==> src/rtl/fpu_divsqrt_pkg.sv <==
// Shared definitions for the recoded-F64 divide/sqrt issue/writeback controller.
//   state_t    controller state encoding
//   REC_F64_W  width of a recoded F64 value (sign + 12-bit exponent + 52-bit fraction)
//   EXC_W      width of the exception flag vector {invalid, infinite, overflow, underflow, inexact}
//   RM_W       width of the rounding-mode field
package fpu_divsqrt_pkg;

  typedef enum logic [1:0] {
    IDLE,
    WAIT,
    KILLED,
    HOLD
  } state_t;

  localparam int REC_F64_W = 65;
  localparam int EXC_W     = 5;
  localparam int RM_W      = 3;

endpackage

==> src/rtl/div_sqrt_rec_f64_ctrl.sv <==
// Issue/writeback controller for the recoded-F64 divide/sqrt unit (DivSqrtRecF64).
// Forwards one tagged request to the unit, pairs the untagged result with the
// stored tag and holds it until writeback accepts. Single outstanding operation.
//
// Ports
//   clock, reset                  sole clock; synchronous active-high reset
//   req_valid/req_ready           request handshake (fire = valid & ready)
//   req_sqrt, req_a, req_b,
//   req_rm, req_tag               request payload (1 = sqrt(a), 0 = a/b)
//   kill                          squash the current / in-flight operation
//   ds_inValid, ds_sqrtOp, ds_a,
//   ds_b, ds_roundingMode,
//   ds_detectTininess             issue side towards the unit
//   ds_inReady_div/_sqrt          unit ready per operation flavour
//   ds_outValid_div/_sqrt         unit single-cycle result strobes
//   ds_out, ds_exceptionFlags     unit result and flags
//   resp_valid/resp_ready         writeback handshake
//   resp_data, resp_exc, resp_tag held result, flags and destination tag
//   busy                          controller not idle
//   err                           sticky protocol error, cleared only by reset
module div_sqrt_rec_f64_ctrl
  import fpu_divsqrt_pkg::*;
#(
  parameter int TAG_W           = 5,
  parameter int DETECT_TININESS = 1,
  parameter int TIMEOUT         = 127
) (
  input  logic                 clock,
  input  logic                 reset,

  input  logic                 req_valid,
  output logic                 req_ready,
  input  logic                 req_sqrt,
  input  logic [REC_F64_W-1:0] req_a,
  input  logic [REC_F64_W-1:0] req_b,
  input  logic [RM_W-1:0]      req_rm,
  input  logic [TAG_W-1:0]     req_tag,
  input  logic                 kill,

  output logic                 ds_inValid,
  output logic                 ds_sqrtOp,
  output logic [REC_F64_W-1:0] ds_a,
  output logic [REC_F64_W-1:0] ds_b,
  output logic [RM_W-1:0]      ds_roundingMode,
  output logic                 ds_detectTininess,
  input  logic                 ds_inReady_div,
  input  logic                 ds_inReady_sqrt,
  input  logic                 ds_outValid_div,
  input  logic                 ds_outValid_sqrt,
  input  logic [REC_F64_W-1:0] ds_out,
  input  logic [EXC_W-1:0]     ds_exceptionFlags,

  output logic                 resp_valid,
  input  logic                 resp_ready,
  output logic [REC_F64_W-1:0] resp_data,
  output logic [EXC_W-1:0]     resp_exc,
  output logic [TAG_W-1:0]     resp_tag,

  output logic                 busy,
  output logic                 err
);

  localparam int TMR_W = $clog2(TIMEOUT + 1);
  localparam logic [TMR_W-1:0] TMR_MAX = TMR_W'(TIMEOUT);

  state_t               state;
  state_t               stateNext;
  logic                 opSqrt;
  logic [TAG_W-1:0]     tagReg;
  logic [TMR_W-1:0]     timer;
  logic [REC_F64_W-1:0] dataReg;
  logic [EXC_W-1:0]     excReg;
  logic [TAG_W-1:0]     respTagReg;
  logic                 errReg;

  logic isIdle;
  logic inFlight;
  logic fire;
  logic done;
  logic capture;
  logic errSet;

  assign isIdle   = (state == IDLE);
  assign inFlight = (state == WAIT) || (state == KILLED);
  assign done     = ds_outValid_div | ds_outValid_sqrt;

  // Issue is a pure pass-through; only the valid is qualified.
  assign req_ready         = isIdle & ~kill & (req_sqrt ? ds_inReady_sqrt : ds_inReady_div);
  assign fire              = req_valid & req_ready;
  assign ds_inValid        = req_valid & isIdle & ~kill;
  assign ds_sqrtOp         = req_sqrt;
  assign ds_a              = req_a;
  assign ds_b              = req_b;
  assign ds_roundingMode   = req_rm;
  assign ds_detectTininess = 1'(DETECT_TININESS);

  always_comb begin
    stateNext = state;
    capture   = 1'b0;
    unique case (state)
      IDLE: begin
        if (fire) stateNext = WAIT;
      end
      WAIT: begin
        if (done) begin
          if (kill) begin
            stateNext = IDLE;
          end else begin
            stateNext = HOLD;
            capture   = 1'b1;
          end
        end else if (kill) begin
          stateNext = KILLED;
        end
      end
      // The unit cannot be cancelled: a killed op still waits for its done.
      KILLED: begin
        if (done) stateNext = IDLE;
      end
      HOLD: begin
        if (kill || resp_ready) stateNext = IDLE;
      end
      default: stateNext = IDLE;
    endcase
  end

  always_comb begin
    errSet = 1'b0;
    if (done && (isIdle || (state == HOLD))) errSet = 1'b1;
    if (ds_outValid_div && opSqrt)           errSet = 1'b1;
    if (ds_outValid_sqrt && !opSqrt)         errSet = 1'b1;
    if (ds_outValid_div && ds_outValid_sqrt) errSet = 1'b1;
    if (inFlight && (timer == TMR_MAX))      errSet = 1'b1;
  end

  always_ff @(posedge clock) begin
    if (reset) begin
      state      <= IDLE;
      opSqrt     <= 1'b0;
      tagReg     <= '0;
      timer      <= '0;
      dataReg    <= '0;
      excReg     <= '0;
      respTagReg <= '0;
      errReg     <= 1'b0;
    end else begin
      state <= stateNext;
      if (fire) begin
        tagReg <= req_tag;
        opSqrt <= req_sqrt;
        timer  <= '0;
      end else if (inFlight && (timer != TMR_MAX)) begin
        timer <= timer + 1'b1;
      end
      if (capture) begin
        dataReg    <= ds_out;
        excReg     <= ds_exceptionFlags;
        respTagReg <= tagReg;
      end
      errReg <= errReg | errSet;
    end
  end

  assign resp_valid = (state == HOLD);
  assign resp_data  = dataReg;
  assign resp_exc   = excReg;
  assign resp_tag   = respTagReg;
  assign busy       = ~isIdle;
  assign err        = errReg;

endmodule

==> config.mk <==
export PLATFORM = sky130hd
export DESIGN_NAME = div_sqrt_rec_f64_ctrl
export DESIGN_NICKNAME = d
export VERILOG_FILES = /design/src/rtl/fpu_divsqrt_pkg.sv /design/src/rtl/div_sqrt_rec_f64_ctrl.sv
export SDC_FILE = /design/constraint.sdc
export NUM_CORES = 1
export LEC_CHECK = 0
export ABC_AREA = 1
export CAP_MARGIN = 40
export CORE_AREA = 2 2 169 171
export DETAILED_ROUTE_END_ITERATION = 12
export DIE_AREA = 0 0 171 173
export GPL_TIMING_DRIVEN = 0
export SLEW_MARGIN = 20
export SYNTH_ARGS = -nofsm -noshare
export SYNTH_HDL_FRONTEND = slang
export SYNTH_SLANG_ARGS = --single-unit
==> constraint.sdc <==
create_clock -name clock -period 3.06 [get_ports clock]
set_input_delay 0.612 -clock clock [delete_from_list [all_inputs] [get_ports clock]]
set_output_delay 0.612 -clock clock [all_outputs]
set_load 0.02 [all_outputs]
==> impl_summary.txt <==
----------------------------------------------------
[Worst setup path]
  Library cell appearing most often on the critical path ... sky130_fd_sc_hd__clkdlybuf4s50_1
  Crit path DAT ... 2.07 ns
  Number of cells on the worst reg-to-reg path ... 8
  Origin of the critical flop-to-flop path ... state[0]
  Standard cell with the maximum stage delay on the critical path ... sky130_fd_sc_hd__clkdlybuf4s50_1
  CP Class ... input port to output pin
  Data required time at the worst endpoint ... 2.45 ns
  Cell family contributing the most delay on the critical path ... buffers and inverters
  Critical path, cell by cell ... clkdlybuf4s50_1, nor2_1, and2_1, clkdlybuf4s50_1
  Worst-case register-to-register setup slack ... 1.50 ns
  Highest net fanout along the worst path ... 4
  Category of the worst setup path launch point ... input port
  Worst Setup End Kind ... output pin
  Number of buffers and inverters on the critical path ... 2
  Worst reg2reg endpoint ... tagReg[3]
  Max incr delay on CP ... 0.63 ns

[Floorplanning]
  Die Ht ... 173 um
  Top-level port count ... 433
  Die X-Extent ... 171 um
  Total Die Area ... 0.0296 sq mm
  Starting utilization of the core area ... 0.161
  Standard-cell row count ... 61
  Placeable Area ... 0.0276 sq mm

[Clock network]
  Worst-path clk slew ... 0.06 ns
  Hold buffers post-CTS ... 0
  Clock Tree Buf Depth ... 2
  Clock root buffer ... sky130_fd_sc_hd__clkbuf_16
  Max H-tree Level ... 3
  Worst skew pair latency ... 0.35 ns
  Resize count post-CTS ... 0
  Clock Sinks ... 91
  TritonCTS clock tree ... built
  Setup repair bufs after CTS ... 0
  Clock buffers created by TritonCTS ... 9

[Global route]
  Number of global-route vias before repair ... 4579
  GRT Residual Overflow ... 0
  GRT Overall Usage ... 0.122
  Maximum number of pins on one net before global-route repair ... 17
  Initial antenna violation count ... 1
  Global-route wire length before repair ... 27.1 mm

[Min path]
  Cells on Worst Hold Path ... 2
  Hold path startpoint ... tagReg[0]
  WHS Endpoint ... resp_tag[0]
  Tightest Hold Check Type ... flip-flop to flip-flop

[Logic synthesis]
  Multiplexer fraction of the synthesized cell area ... 0
  Most frequent cells after synthesis ... 154 x sky130_fd_sc_hd__nor2_1, 136 x sky130_fd_sc_hd__buf_4, 91 x sky130_fd_sc_hd__dfxtp_1
  Count of different cell masters after synthesis ... 26
  Mean instance size in the synthesized netlist ... 7.62 sq um
  Syn Std Cell Area ... 0.00444 sq mm
  Dominant combinational cell family by area after synthesis ... buffers and inverters
  Number of instances in the synthesized netlist ... 583
  Adder-cell area share of the yosys netlist ... 0.0141
  Synth area leaders ... sky130_fd_sc_hd__dfxtp_1 41%, sky130_fd_sc_hd__buf_4 23%, sky130_fd_sc_hd__nor2_1 13%
  FFs w/ async S/R, synth ... 0
  Count of synthesis-stage warnings from yosys ... 0
  Count of flip-flops with a built-in enable after synthesis ... 0
  Share of the synthesized area in the top cell type ... 0.410
  Fraction of the mapped netlist area in compound gates ... 0.115
  XOR/XNOR share of the synthesized area ... 0.00592
  Flip-flop and latch count after synthesis ... 91
  Cell with the most instances after synthesis ... sky130_fd_sc_hd__nor2_1
  Most used flip-flop cell after synthesis ... sky130_fd_sc_hd__dfxtp_1
  Largest area contributor in the netlist ... sky130_fd_sc_hd__dfxtp_1
  Net count after synthesis ... 806
  Proportion of synthesized chip area in sequential cells ... 0.410
  Share of synthesized cell area in and, or, nand and nor gates ... 0.180

[Timing]
  Min Hold Slack ... 0.460 ns
  Maximum achievable frequency ... 373 MHz
  Final critical delay including setup and external delays ... 2.68 ns
  Final cycle utilization of the critical path ... 0.876
  Number of max-slew violations in the final report ... 0
  Final worst clock skew ... 0.00562 ns
  Total Negative Setup Slacks ... 0 ns
  Setup-failing EPs final ... 0
  Setup repair after global routing missed its margin ... no
  Final hold violation count ... 0

[Final layout]
  Layout overhead on the synthesized area ... 84.1%
  Post-route insts no fill ... 1275
  Combined area of the multi-input logic cells ... 0.00141 sq mm
  Total of fill cells in the finished design ... 2989
  Diode count ... 0
  Fraction of layout instances using a drive strength above 1 ... 0.193
  Post-layout net count ... 1115
  Final core area utilization ... 0.296
  Flip-flop and latch area ... 0.00182 sq mm

[Job]
  Maximum capacitance violations ... 0

[Pwr]
  Leakage ... 3.47 nW
  Comb pwr share ... 0.410
  Ratio of total power to cell area ... 526 mW/mm^2
  Sw Pwr ... 1.53 mW
  Share of power burned in registers ... 0.345
  Fraction of power spent switching nets ... 0.356
  VDD IR max ... 0.000322 V
  Clock network fraction of design power ... 0.245
  Total internal power ... 2.77 mW

[Placement]
  DP HPWL ... 15.8 mm
  Total of buffers placed on input and output ports ... 298
  GPL Wtd Cong ... 0.746
  Number of instances in the placed design ... 1259

[Detailed routing]
  Remaining routing DRC violations ... 0
  Detail-routed net length per standard cell ... 14.7 um
  Via-per-instance ratio ... 3.62
  First DRT Iteration DRCs ... 165
  Number of antenna-violating nets in the routed design ... 0
  Via total after detailed routing ... 4610
  Detailed-route wire length ... 18.8 mm
  Total iterations of the first detailed-routing run ... 4

[Outcome]
  Outcome ... finished, final reports clean

----------------------------------------------------
[logic make-up after synthesis]
logic type      Yosys count
flops                    91
simple gates            201
xor+xnor                  3
buf+inv                 180
compound gates          102
other cells               1
fa+ha+maj                 5
[worst min-delay path: stages, from the launching register on]
cell	delay [ns]
sky130_fd_sc_hd__dfxtp_1	0.30
sky130_fd_sc_hd__inv_1	0.06
sky130_fd_sc_hd__a21oi_1	0.05
[cells in the final DEF, fill, tap and decap left out]
cell and n:
sky130_fd_sc_hd__clkdlybuf4s50_1 298, sky130_fd_sc_hd__nor2_1 154, sky130_fd_sc_hd__buf_4 136, sky130_fd_sc_hd__dfxtp_1 91, sky130_fd_sc_hd__o21ai_0 68, sky130_fd_sc_hd__nand2_1 31, sky130_fd_sc_hd__a21oi_1 20, sky130_fd_sc_hd__inv_1 18
sky130_fd_sc_hd__buf_2 14, sky130_fd_sc_hd__o21ai_1 13, sky130_fd_sc_hd__nand3_1 9, sky130_fd_sc_hd__clkbuf_16 9, sky130_fd_sc_hd__clkbuf_1 8, sky130_fd_sc_hd__ha_1 5, sky130_fd_sc_hd__clkinvlp_4 5, sky130_fd_sc_hd__nand2_2 2
sky130_fd_sc_hd__xor2_1 2, sky130_fd_sc_hd__clkinv_4 2, sky130_fd_sc_hd__and2_1 1, sky130_fd_sc_hd__nor2_4 1, sky130_fd_sc_hd__inv_2 1, sky130_fd_sc_hd__nor2_8 1, sky130_fd_sc_hd__inv_4 1, sky130_fd_sc_hd__clkinv_1 1
sky130_fd_sc_hd__buf_6 1, sky130_fd_sc_hd__nor3_1 1, sky130_fd_sc_hd__nand4_1 1, sky130_fd_sc_hd__xnor2_1 1, sky130_fd_sc_hd__a211oi_1 1, sky130_fd_sc_hd__conb_1 1
[registers in the layout (all words and copies together) (netlist names)]
signal / count
resp_data: 65
state: 2
opSqrt: 1
tagReg: 5
resp_tag: 5
resp_exc: 5
timer: 7
err: 1
[metal layers]
| layer | GRT usage | share of wire | vias up |
|---|---|---|---|
| met5 | 0 | 0.00048 | - |
| met1 | 0.131 | 0.38 | 2056 |
| li1 | - | - | 2321 |
| met3 | 0.0453 | 0.095 | 11 |
| met4 | 0.0265 | 0.0069 | 2 |
| met2 | 0.227 | 0.52 | 220 |
[area by class of cell]
cell class	count	share of cell area
Timing Repair Buffer	298	0.365
Sequential cell	91	0.223
Multi-Input combinational cell	312	0.172
Buffer	159	0.138
Tap cell	378	0.0578
Clock buffer	9	0.0275
Inverter	21	0.00994
Clock inverter	7	0.00673
[worst max path at each step]
stage	startpoint	end	slack [ns]	cells past startpoint
final	kill	req_ready	0.38	4
after global routing	req_sqrt	req_ready	0.28	5
after CTS	kill	req_ready	0.37	4
after detailed placement	kill	req_ready	0.37	4
after global placement	req_sqrt	req_ready	0.39	5
after floorplan	state[0]	req_ready	1.36	5
[through the flow]
step | setup WS [ns] | area (sq um) | power (mW)
floorplan | 1.36 | 4440 | 2.44
detailed placement | 0.375 | 7900 | 3.30
CTS | 0.372 | 8180 | 4.38
global route | 0.283 | 8180 | 4.58
global placement | 0.394 | 7900 | 3.29
finish | 0.379 | 8180 | 4.30
[power groups by stage]
stage	Clock (mW)	Combinational [mW]	Sequential [mW]
6_report	1.06	1.76	1.49
2_1_floorplan	0	0.732	1.71
3_5_place_dp	0	1.79	1.51
3_3_place_gp	0	1.79	1.50
5_1_grt	1.16	1.91	1.51
4_1_cts	1.10	1.79	1.49
Power figures use the tool's default switching activity.
